[src/rtl/dram_sequencer.sv]
// dram_sequencer: DRAM timing sequencer for a Zorro II FastRAM card.
// Turns a qualified access request into RAS/CAS/MADDR/MEMWn sequences and
// schedules CAS-before-RAS refresh from a saturating debt counter.
//
// Ports:
//   CLK        in   bus clock, all state on the rising edge
//   RESET      in   asynchronous, active-high reset
//   REQ        in   access request, held until the bus cycle ends
//   BANK[1:0]  in   bank select (01->RASn[0], 10->[1], 11->[2], 00->[3])
//   ROW[9:0]   in   row address
//   COL[9:0]   in   column address
//   RWn        in   1 = read, 0 = write
//   UDSn/LDSn  in   active-low byte strobes
//   RASn[3:0]  out  per-bank active-low RAS
//   UCASn/LCASn out active-low CAS per byte lane
//   MEMWn      out  DRAM write enable, active-low
//   MADDR[9:0] out  multiplexed DRAM address
//   ACK        out  data valid / write accepted
//   REF_BUSY   out  high while a refresh sequence owns the array
module dram_sequencer #(
    parameter int unsigned REFRESH_INTERVAL = 108,
    parameter int unsigned PEND_MAX         = 7
) (
    input  logic       CLK,
    input  logic       RESET,
    input  logic       REQ,
    input  logic [1:0] BANK,
    input  logic [9:0] ROW,
    input  logic [9:0] COL,
    input  logic       RWn,
    input  logic       UDSn,
    input  logic       LDSn,
    output logic [3:0] RASn,
    output logic       UCASn,
    output logic       LCASn,
    output logic       MEMWn,
    output logic [9:0] MADDR,
    output logic       ACK,
    output logic       REF_BUSY
);

    localparam int unsigned IntW = $clog2(REFRESH_INTERVAL);
    localparam logic [IntW-1:0] IntReload = IntW'(REFRESH_INTERVAL - 1);
    localparam logic [2:0] PendMax = 3'(PEND_MAX);

    typedef enum logic [3:0] {
        StIdle, StAccRas, StAccCol, StAccCas, StPrech,
        StRefCas, StRefRas, StRefHold, StRefPre
    } state_e;

    state_e          state_q, state_d;
    logic [IntW-1:0] interval_q, interval_d;
    logic [2:0]      pending_q, pending_d;
    logic [1:0]      bank_q, bank_d;
    logic [9:0]      col_q, col_d;
    logic            rwn_q, rwn_d;
    logic [3:0]      rasn_q, rasn_d;
    logic            ucasn_q, ucasn_d;
    logic            lcasn_q, lcasn_d;
    logic            memwn_q, memwn_d;
    logic [9:0]      maddr_q, maddr_d;
    logic            ack_q, ack_d;
    logic            busy_q, busy_d;
    logic            tick, ref_done;
    logic [3:0]      bank_ras;

    // Refresh debt: a tick and the REF_PRE retire in the same cycle cancel out.
    always_comb begin
        tick       = (interval_q == '0);
        ref_done   = (state_q == StRefPre);
        interval_d = tick ? IntReload : interval_q - 1'b1;
        pending_d  = pending_q;
        if (tick && !ref_done) begin
            if (pending_q != PendMax) pending_d = pending_q + 3'd1;
        end else if (ref_done && !tick) begin
            if (pending_q != 3'd0) pending_d = pending_q - 3'd1;
        end
    end

    always_comb begin
        state_d = state_q;
        bank_d  = bank_q;
        col_d   = col_q;
        rwn_d   = rwn_q;
        unique case (state_q)
            StIdle: begin
                // Saturated debt outranks a pending access.
                if (pending_q == PendMax) begin
                    state_d = StRefCas;
                end else if (REQ) begin
                    state_d = StAccRas;
                    bank_d  = BANK;
                    col_d   = COL;
                    rwn_d   = RWn;
                end else if (pending_q != 3'd0) begin
                    state_d = StRefCas;
                end
            end
            StAccRas:  state_d = REQ ? StAccCol : StPrech;
            StAccCol:  state_d = REQ ? StAccCas : StPrech;
            StAccCas:  state_d = REQ ? StAccCas : StPrech;
            StPrech:   state_d = StIdle;
            StRefCas:  state_d = StRefRas;
            StRefRas:  state_d = StRefHold;
            StRefHold: state_d = StRefPre;
            StRefPre:  state_d = StIdle;
            default:   state_d = StIdle;
        endcase
    end

    // Outputs are decoded from the next state so they appear right after the edge.
    always_comb begin
        bank_ras = ~(4'b0001 << (bank_d - 2'd1));
        rasn_d   = 4'hF;
        ucasn_d  = 1'b1;
        lcasn_d  = 1'b1;
        memwn_d  = 1'b1;
        maddr_d  = maddr_q;
        ack_d    = 1'b0;
        busy_d   = 1'b0;
        unique case (state_d)
            StIdle:   maddr_d = ROW;
            StAccRas: begin
                rasn_d  = bank_ras;
                maddr_d = ROW;
            end
            StAccCol: begin
                rasn_d  = bank_ras;
                maddr_d = col_d;
            end
            StAccCas: begin
                rasn_d  = bank_ras;
                maddr_d = col_d;
                ack_d   = 1'b1;
                memwn_d = rwn_d;
                // Each lane latches low once its strobe is seen during the access.
                if (state_q == StAccCas) begin
                    ucasn_d = ucasn_q & UDSn;
                    lcasn_d = lcasn_q & LDSn;
                end else begin
                    ucasn_d = UDSn;
                    lcasn_d = LDSn;
                end
            end
            StPrech: ;
            StRefCas: begin
                ucasn_d = 1'b0;
                lcasn_d = 1'b0;
                busy_d  = 1'b1;
            end
            StRefRas, StRefHold: begin
                rasn_d  = 4'h0;
                ucasn_d = 1'b0;
                lcasn_d = 1'b0;
                busy_d  = 1'b1;
            end
            StRefPre: busy_d = 1'b1;
            default: ;
        endcase
    end

    always_ff @(posedge CLK or posedge RESET) begin
        if (RESET) begin
            state_q    <= StIdle;
            interval_q <= IntReload;
            pending_q  <= 3'd0;
            bank_q     <= 2'd0;
            col_q      <= 10'd0;
            rwn_q      <= 1'b1;
            rasn_q     <= 4'hF;
            ucasn_q    <= 1'b1;
            lcasn_q    <= 1'b1;
            memwn_q    <= 1'b1;
            maddr_q    <= 10'd0;
            ack_q      <= 1'b0;
            busy_q     <= 1'b0;
        end else begin
            state_q    <= state_d;
            interval_q <= interval_d;
            pending_q  <= pending_d;
            bank_q     <= bank_d;
            col_q      <= col_d;
            rwn_q      <= rwn_d;
            rasn_q     <= rasn_d;
            ucasn_q    <= ucasn_d;
            lcasn_q    <= lcasn_d;
            memwn_q    <= memwn_d;
            maddr_q    <= maddr_d;
            ack_q      <= ack_d;
            busy_q     <= busy_d;
        end
    end

    assign RASn     = rasn_q;
    assign UCASn    = ucasn_q;
    assign LCASn    = lcasn_q;
    assign MEMWn    = memwn_q;
    assign MADDR    = maddr_q;
    assign ACK      = ack_q;
    assign REF_BUSY = busy_q;

endmodule

[config.mk]
export PLATFORM = sky130hd
export DESIGN_NAME = dram_sequencer
export DESIGN_NICKNAME = d
export VERILOG_FILES = /design/src/rtl/dram_sequencer.sv
export SDC_FILE = /design/constraint.sdc
export NUM_CORES = 1
export LEC_CHECK = 0
export BUFFER_PORTS_ARGS = -buffer_cell sky130_fd_sc_hd__clkbuf_2
export CELL_PAD_IN_SITES_DETAIL_PLACEMENT = 1
export CELL_PAD_IN_SITES_GLOBAL_PLACEMENT = 1
export CORE_MARGIN = 2
export CORE_UTILIZATION = 41
export CTS_CLUSTER_SIZE = 40
export DETAILED_ROUTE_END_ITERATION = 6
export GPL_TIMING_DRIVEN = 0
export PLACE_DENSITY = 0.84
export SYNTH_ARGS = -nofsm -noshare
export SYNTH_HDL_FRONTEND = slang
export SYNTH_SLANG_ARGS = --single-unit
[constraint.sdc]
create_clock -name CLK -period 3.9 [get_ports CLK]
set_input_delay 0.585 -clock CLK [delete_from_list [all_inputs] [get_ports CLK]]
set_output_delay 0.585 -clock CLK [all_outputs]
set_load 0.02 [all_outputs]
==> out/qor.yml, run 1 <==
power:
  power.leakage_uw: 0.00136
  swShare: 0.437
  p_per_area_nw_per_um2: 837
  power_frac_seq: 0.373
  finalPower_uw: 2260
  share_comb_of_total_power: 0.499
  ir_drop_mv: 0.356
  p_switching_uw: 987
  p_int_uw: 1270
  p_clk_frac: 0.129
critical_path:
  critPathKind: "flop to flop"
  crit_chain: "inv_1, ha_1, nand2_1, or4_1, inv_1, ha_1, clkbuf_1, inv_1, fa_1, nor3b_1, a21oi_1, or3_1, nand3_1"
  path_depth: 13
  r2r_setup_slack_ns: 0.85
  worst-path-buf-inv: 4
  worstReg2RegEnd: "pending_q[2]"
  end_kind: "flop"
  cp_common_cell: "inv_1"
  path_max_fanout: 8
  cp-start-kind: "flop"
  cp.required_ns: 4.14
  cp.arrival_ns: 3.29
  slowest_delay_ns: 0.52
  r2r-start: "interval_q[0]"
  reg2regPathDepth: 13
  critPathTopFamily: "simple AND/OR/NAND/NOR gates"
  slowest_stage: "or4_1"
status:
  outcome: "complete, no violations"
drt:
  vias: 1809
  drc: 0
  viasPerCell: 5.05
  drtIter0Drc: 46
  first_pass_iters: 4
  postRouteAntennaNets: 0
  wl_um: 5350
  wl_per_cell_um: 14.9
clock_network:
  ctsLongestPathBuffers: 2
  cts.repair.resized: 0
  clk_pin_slew_ns: 0.08
  cts_sinks: 46
  clock_latency_ns: 0.31
  cts_setup_buffers: 0
  cts_made_buffers: 5
  cts_root_buf: "clkbuf_8"
  cts_tree: "yes"
  htree_levels: 2
  cts_hold_buf: 0
placement:
  dp_hpwl_um: 3980
  port_buffers: 46
  place_area_um2: 2620
  gp_congestion: 0.795
layout:
  fin_nets: 316
  syn_to_final_growth_pct: 18.6
  regArea_um2: 1170
  multiInputGateArea_um2: 986
  most-common-layout-cells: "nand2_1, clkbuf_2, dfrtp_1"
  mostFrequentLayoutCell: "nand2_1"
  n_fill_cell: 651
  drive_gt1_frac: 0.325
  fin_area_um2: 2700
  diodes: 0
sta:
  maxSlewHeadroom: 0.694
  slew_violations: 0
  finClkSkew_ns: 0.00620
  finalSetupViolations: 0
  timing.final.crit_share: 0.782
  grt_setup_unrepaired: "false"
  period_minus_slack_ns: 3.05
  final.setup.tns_ns: 0
  finalHoldViolCount: 0
  fmax_mhz: 328
  whs_ns: 0.237
  tightest_slew_ns: 0.457
worst_hold_path:
  hold_path.class: "input port to asynchronous set/reset pin"
synthesis:
  synth_flop_cell: "dfrtp_1"
  synth-seq-area-share: 0.513
  synth_nets: 262
  syn_avg_cell_area_um2: 9.85
  synthArstFlopShare: 1.00
  syn_area_um2: 2280
  ys_types: 44
  ys_seq_elements: 46
  yosysWarningCount: 0
  synth_edf_count: 0
  netlist_instances: 231
floorplanning:
  die_y_um: 78.5
  die_x_um: 78.5
  core_um2: 5440
  initial_core_util: 0.418
  pin_count: 47
  dieArea_um2: 6160
  placementRows: 27
grt:
  overflow: 0
  grt_usage: 0.193
  grt_max_degree: 31
  grt_pass1_wl_um: 9280
  grt_pass1_vias: 1961
  grt_antenna_before_repair: 0
run:
  drv_cap: 0
-- synthesized netlist by cell type, types with 2 or more instances --
cell,n,area [um^2]
nand2_1,57,214
dfrtp_1,33,826
nand3_1,18,90.1
dfstp_2,13,342
inv_1,12,45.0
a21o_1,10,75.1
o21ai_0,10,50.1
a21oi_2,8,70.1
a21oi_1,6,30.0
nor3b_1,5,37.5
buf_2,4,20.0
nor2_1,4,15.0
nor3_1,4,20.0
xor2_1,4,35.0
and3_1,3,18.8
clkbuf_1,3,11.3
o41ai_2,3,48.8
buf_6,2,22.5
ha_1,2,25.0
nor2b_1,2,12.5
nor4_1,2,12.5
or2_1,2,12.5
or3_1,2,12.5
xnor2_1,2,17.5
-- worst reg2reg max path: stages, from the launching register on --
cell and delay (ns):
dfstp_2 0.38, inv_1 0.05, ha_1 0.18, nand2_1 0.10
or4_1 0.52, inv_1 0.15, ha_1 0.15, clkbuf_1 0.28
inv_1 0.10, fa_1 0.44, nor3b_1 0.20, a21oi_1 0.05
or3_1 0.31, nand3_1 0.08
-- state kept, by name (all words and copies together), names as in the netlist, 2 cells and up --
register	flops
pending_q	3
MADDR	10
interval_q	7
RASn	4
state_q	4
bank_q	2
col_q	10
-- per-layer routing --
layer	up-vias	wire length, um	part of all wire	GRT usage
met3	5	141	0.026	0.0379
met5	-	0	0	0
met4	0	78	0.015	0.0579
met2	26	2760	0.52	0.339
met1	888	2370	0.44	0.238
li1	890	-	-	-
-- power by group through the flow --
stage | Sequential, uW | Clock (uW) | Combinational [uW]
2_1_floorplan | 918 | 0 | 759
3_3_place_gp | 838 | 0 | 1090
3_5_place_dp | 847 | 0 | 1140
4_1_cts | 843 | 300 | 1150
5_1_grt | 867 | 321 | 1260
6_report | 843 | 291 | 1130
-- cells by family (layout without fill, tap and decap cells) --
kind of cell / after synthesis / after routing / synth area share
adder cells (fa/ha/maj): 3 / 3 / 0.0198
multiplexers: 1 / 1 / 0.00440
buffers and inverters: 23 / 78 / 0.0539
AND/OR/NAND/NOR: 106 / 106 / 0.224
flip-flops: 46 / 46 / 0.513
AO/OA/AOI/OAI: 46 / 46 / 0.162
XOR/XNOR: 6 / 6 / 0.0231
-- how the worst max path moves through the flow --
stage	start	slack [ns]	to
2_1_floorplan	interval_q[0]	1.14	pending_q[2]
3_3_place_gp	interval_q[0]	0.94	pending_q[2]
3_5_place_dp	interval_q[1]	0.85	pending_q[2]
4_1_cts	interval_q[1]	0.83	pending_q[2]
5_1_grt	interval_q[0]	0.53	pending_q[2]
6_report	interval_q[0]	0.85	pending_q[2]
-- layout make-up --
class                   count  area share
flip-flops and latches     46       0.432
multi-input cells         162       0.365
repair buffers             47      0.0927
well taps                  72      0.0334
clock buffers               7      0.0283
plain buffers              10      0.0273
inverters                  13      0.0181
clock inverters             1     0.00278
-- through the flow --
step                      instances  setup WS [ns]   util
after floorplan                 231           1.14      -
after global placement          349          0.942  0.477
after detailed placement        350          0.852  0.481
after CTS                       358          0.826  0.496
after global routing            358          0.529  0.496
final                           358          0.849  0.496
Power figures use the tool's default switching activity.
==> run 2, diff against run 1 <==
Clock period 3.9 ns to 3.03 ns, I/O delays scaled along.
==> run 2 against run 1 <==
  * Clock skew about the same
  * Sequential power increased by 29%
  * Global-route usage about the same
  * Via count about the same
  * Total power increased by 29%
  * Final area increased by 0.46%
  * Worst setup slack got worse by 0.58 ns
  * First-iteration DRC count increased by 13%
  * Sequential share of layout area decreased by 0.20 points
  * Cell count decreased by 0.28%
  * Count of clock-buffer cells in the layout unchanged
  * Die area unchanged
  * Largest power group unchanged
  * Highest routed layer unchanged
==> out/qor.yml, run 2 (same netlist as run 1, synthesis figures left out) <==
critical_path:
  slowest_delay_ns: 0.47
  startpoint: "interval_q[0]"
  critPathTopFamily: "simple AND/OR/NAND/NOR gates"
  endpoint: "pending_q[2]"
  worstReg2RegEnd: "pending_q[2]"
  reg2regPathDepth: 12
  cp.arrival_ns: 3.00
  end_kind: "flop"
  cp_common_cell: "inv_1"
  path_depth: 12
  worst-path-buf-inv: 3
  slowest_stage: "or4_4"
  critPathKind: "flop to flop"
  r2r_setup_slack_ns: 0.27
  cp-start-kind: "flop"
  cp.required_ns: 3.27
  r2r-start: "interval_q[0]"
  crit_chain: "inv_1, ha_1, nand2_1, or4_4, inv_1, ha_4, inv_1, fa_1, nor3b_1, a21oi_1, or3_1, nand3_1"
  path_max_fanout: 8
clock_network:
  cts_sinks: 46
  cts_tree: "yes"
  cts_made_buffers: 5
  clk_pin_slew_ns: 0.08
  cts_hold_buf: 0
  cts_setup_buffers: 0
  ctsLongestPathBuffers: 2
  htree_levels: 2
  cts_root_buf: "clkbuf_8"
  clock_latency_ns: 0.31
drt:
  first_pass_iters: 4
  postRouteAntennaNets: 0
  wl_um: 5390
  viasPerCell: 5.06
  wl_per_cell_um: 15.1
  vias: 1808
  drtIter0Drc: 52
  drc: 0
power:
  p_per_area_nw_per_um2: 1070
  ir_drop_mv: 0.459
  power.leakage_uw: 0.00136
layout:
  fin_nets: 315
  diodes: 0
  layout.cells.non_filler: 357
  utilization: 0.499
  drive_gt1_frac: 0.333
  most-common-layout-cells: "nand2_1, clkbuf_2, dfrtp_1"
  syn_to_final_growth_pct: 19.2
  mostFrequentLayoutCell: "nand2_1"
sta:
  maxSlewHeadroom: 0.694
  finalHoldViolCount: 0
  fmax_mhz: 362
  slew_violations: 0
  finalSetupViolations: 0
  timing.final.crit_share: 0.911
  grt_setup_unrepaired: "false"
  finClkSkew_ns: 0.00601
  period_minus_slack_ns: 2.76
  tightest_slew_ns: 0.457
placement:
  gp_congestion: 0.795
  post-place-cells: 350
  port_buffers: 46
  dp_hpwl_um: 3980
grt:
  overflow: 0
  grt_pass1_vias: 1957
  top_usage_layer: "met2"
  grt_antenna_before_repair: 0
  grt_use_met2: 0.338
  global_route.usage.met3: 0.0379
  grt_max_degree: 31
  grt_usage: 0.193
  grt.met1_usage: 0.238
  grt_pass1_wl_um: 9270
worst_hold_path:
  hold_path.class: "input port to asynchronous set/reset pin"
status:
  outcome: "complete, no violations"
run:
  drv_cap: 0
floorplanning:
  pin_count: 47
  core_um2: 5440
  dieArea_um2: 6160
  placementRows: 27
  die_x_um: 78.5
  die_y_um: 78.5
  initial_core_util: 0.418
## run 2: cell count changes in the layout (fill, tap and decap cells not counted)
cell	change
clkbuf_1	-1
ha_1	-1
ha_4	+1
or4_1	-1
or4_4	+1
## run 2: power breakdown
group / leakage [uW] / total [uW] / switching [uW] / internal [uW]
clock network: 0.0000385 / 374 / 210 / 164
logic: 0.000774 / 1450 / 865 / 589
registers: 0.000549 / 1090 / 197 / 888
total: 0.00136 / 2910 / 1270 / 1640
## run 2: final cells by class
| type | count | area [um^2] |
|---|---|---|
| fillers | 647 | 2730 |
| flip-flops and latches | 46 | 1170 |
| multi-input cells | 162 | 1000 |
| repair buffers | 47 | 250 |
| well taps | 72 | 90.1 |
| clock buffers | 7 | 76.3 |
| plain buffers | 9 | 70.1 |
| inverters | 13 | 48.8 |
| clock inverters | 1 | 7.51 |
## run 2: worst register-to-register path, stage by stage, from the launching register on
cell and delay [ns]:
dfstp_2 0.38, inv_1 0.05, ha_1 0.18, nand2_1 0.10, or4_4 0.47, inv_1 0.16
ha_4 0.20, inv_1 0.06, fa_1 0.43, nor3b_1 0.22, a21oi_1 0.06, or3_1 0.30
nand3_1 0.08
## run 2: worst min path at each step
stage / endpoint / cells after the start / from
detailed placement: pending_q[2] / 2 / RESET
CTS: pending_q[2] / 2 / RESET
global placement: interval_q[0] / 1 / interval_q[0]
global route: pending_q[2] / 2 / RESET
floorplan: interval_q[0] / 1 / interval_q[0]
finish: pending_q[2] / 2 / RESET
## run 2: timing repair
item | 4_1_cts | 5_1_grt
pin swaps | 0 | 0
endpoints found under the hold margin | 0 | 0
resized for setup | 0 | 3
endpoints found under the setup margin | 1 | 2
cloned | 0 | 0
## run 2: per-layer routing
| metal | wire, um | vias to the layer above |
|---|---|---|
| li1 | - | 889 |
| met1 | 2360 | 888 |
| met2 | 2810 | 26 |
| met3 | 141 | 5 |
| met4 | 78 | 0 |
| met5 | 0 | - |
## run 2: per-stage QoR
stage | instance area, um^2 | hold WS [ns] | power (uW) | setup TNS (ns) | setup WS [ns]
floorplan | 2280 | 0.425 | 2160 | 0 | 0.266
global placement | 2600 | 0.437 | 2480 | 0 | 0.0721
detailed placement | 2620 | 0.440 | 2550 | -0.0184 | -0.0184
CTS | 2700 | 0.114 | 2950 | 0 | 0.0674
global route | 2710 | 0.126 | 3150 | 0 | 0.0385
finish | 2710 | 0.107 | 2910 | 0 | 0.269
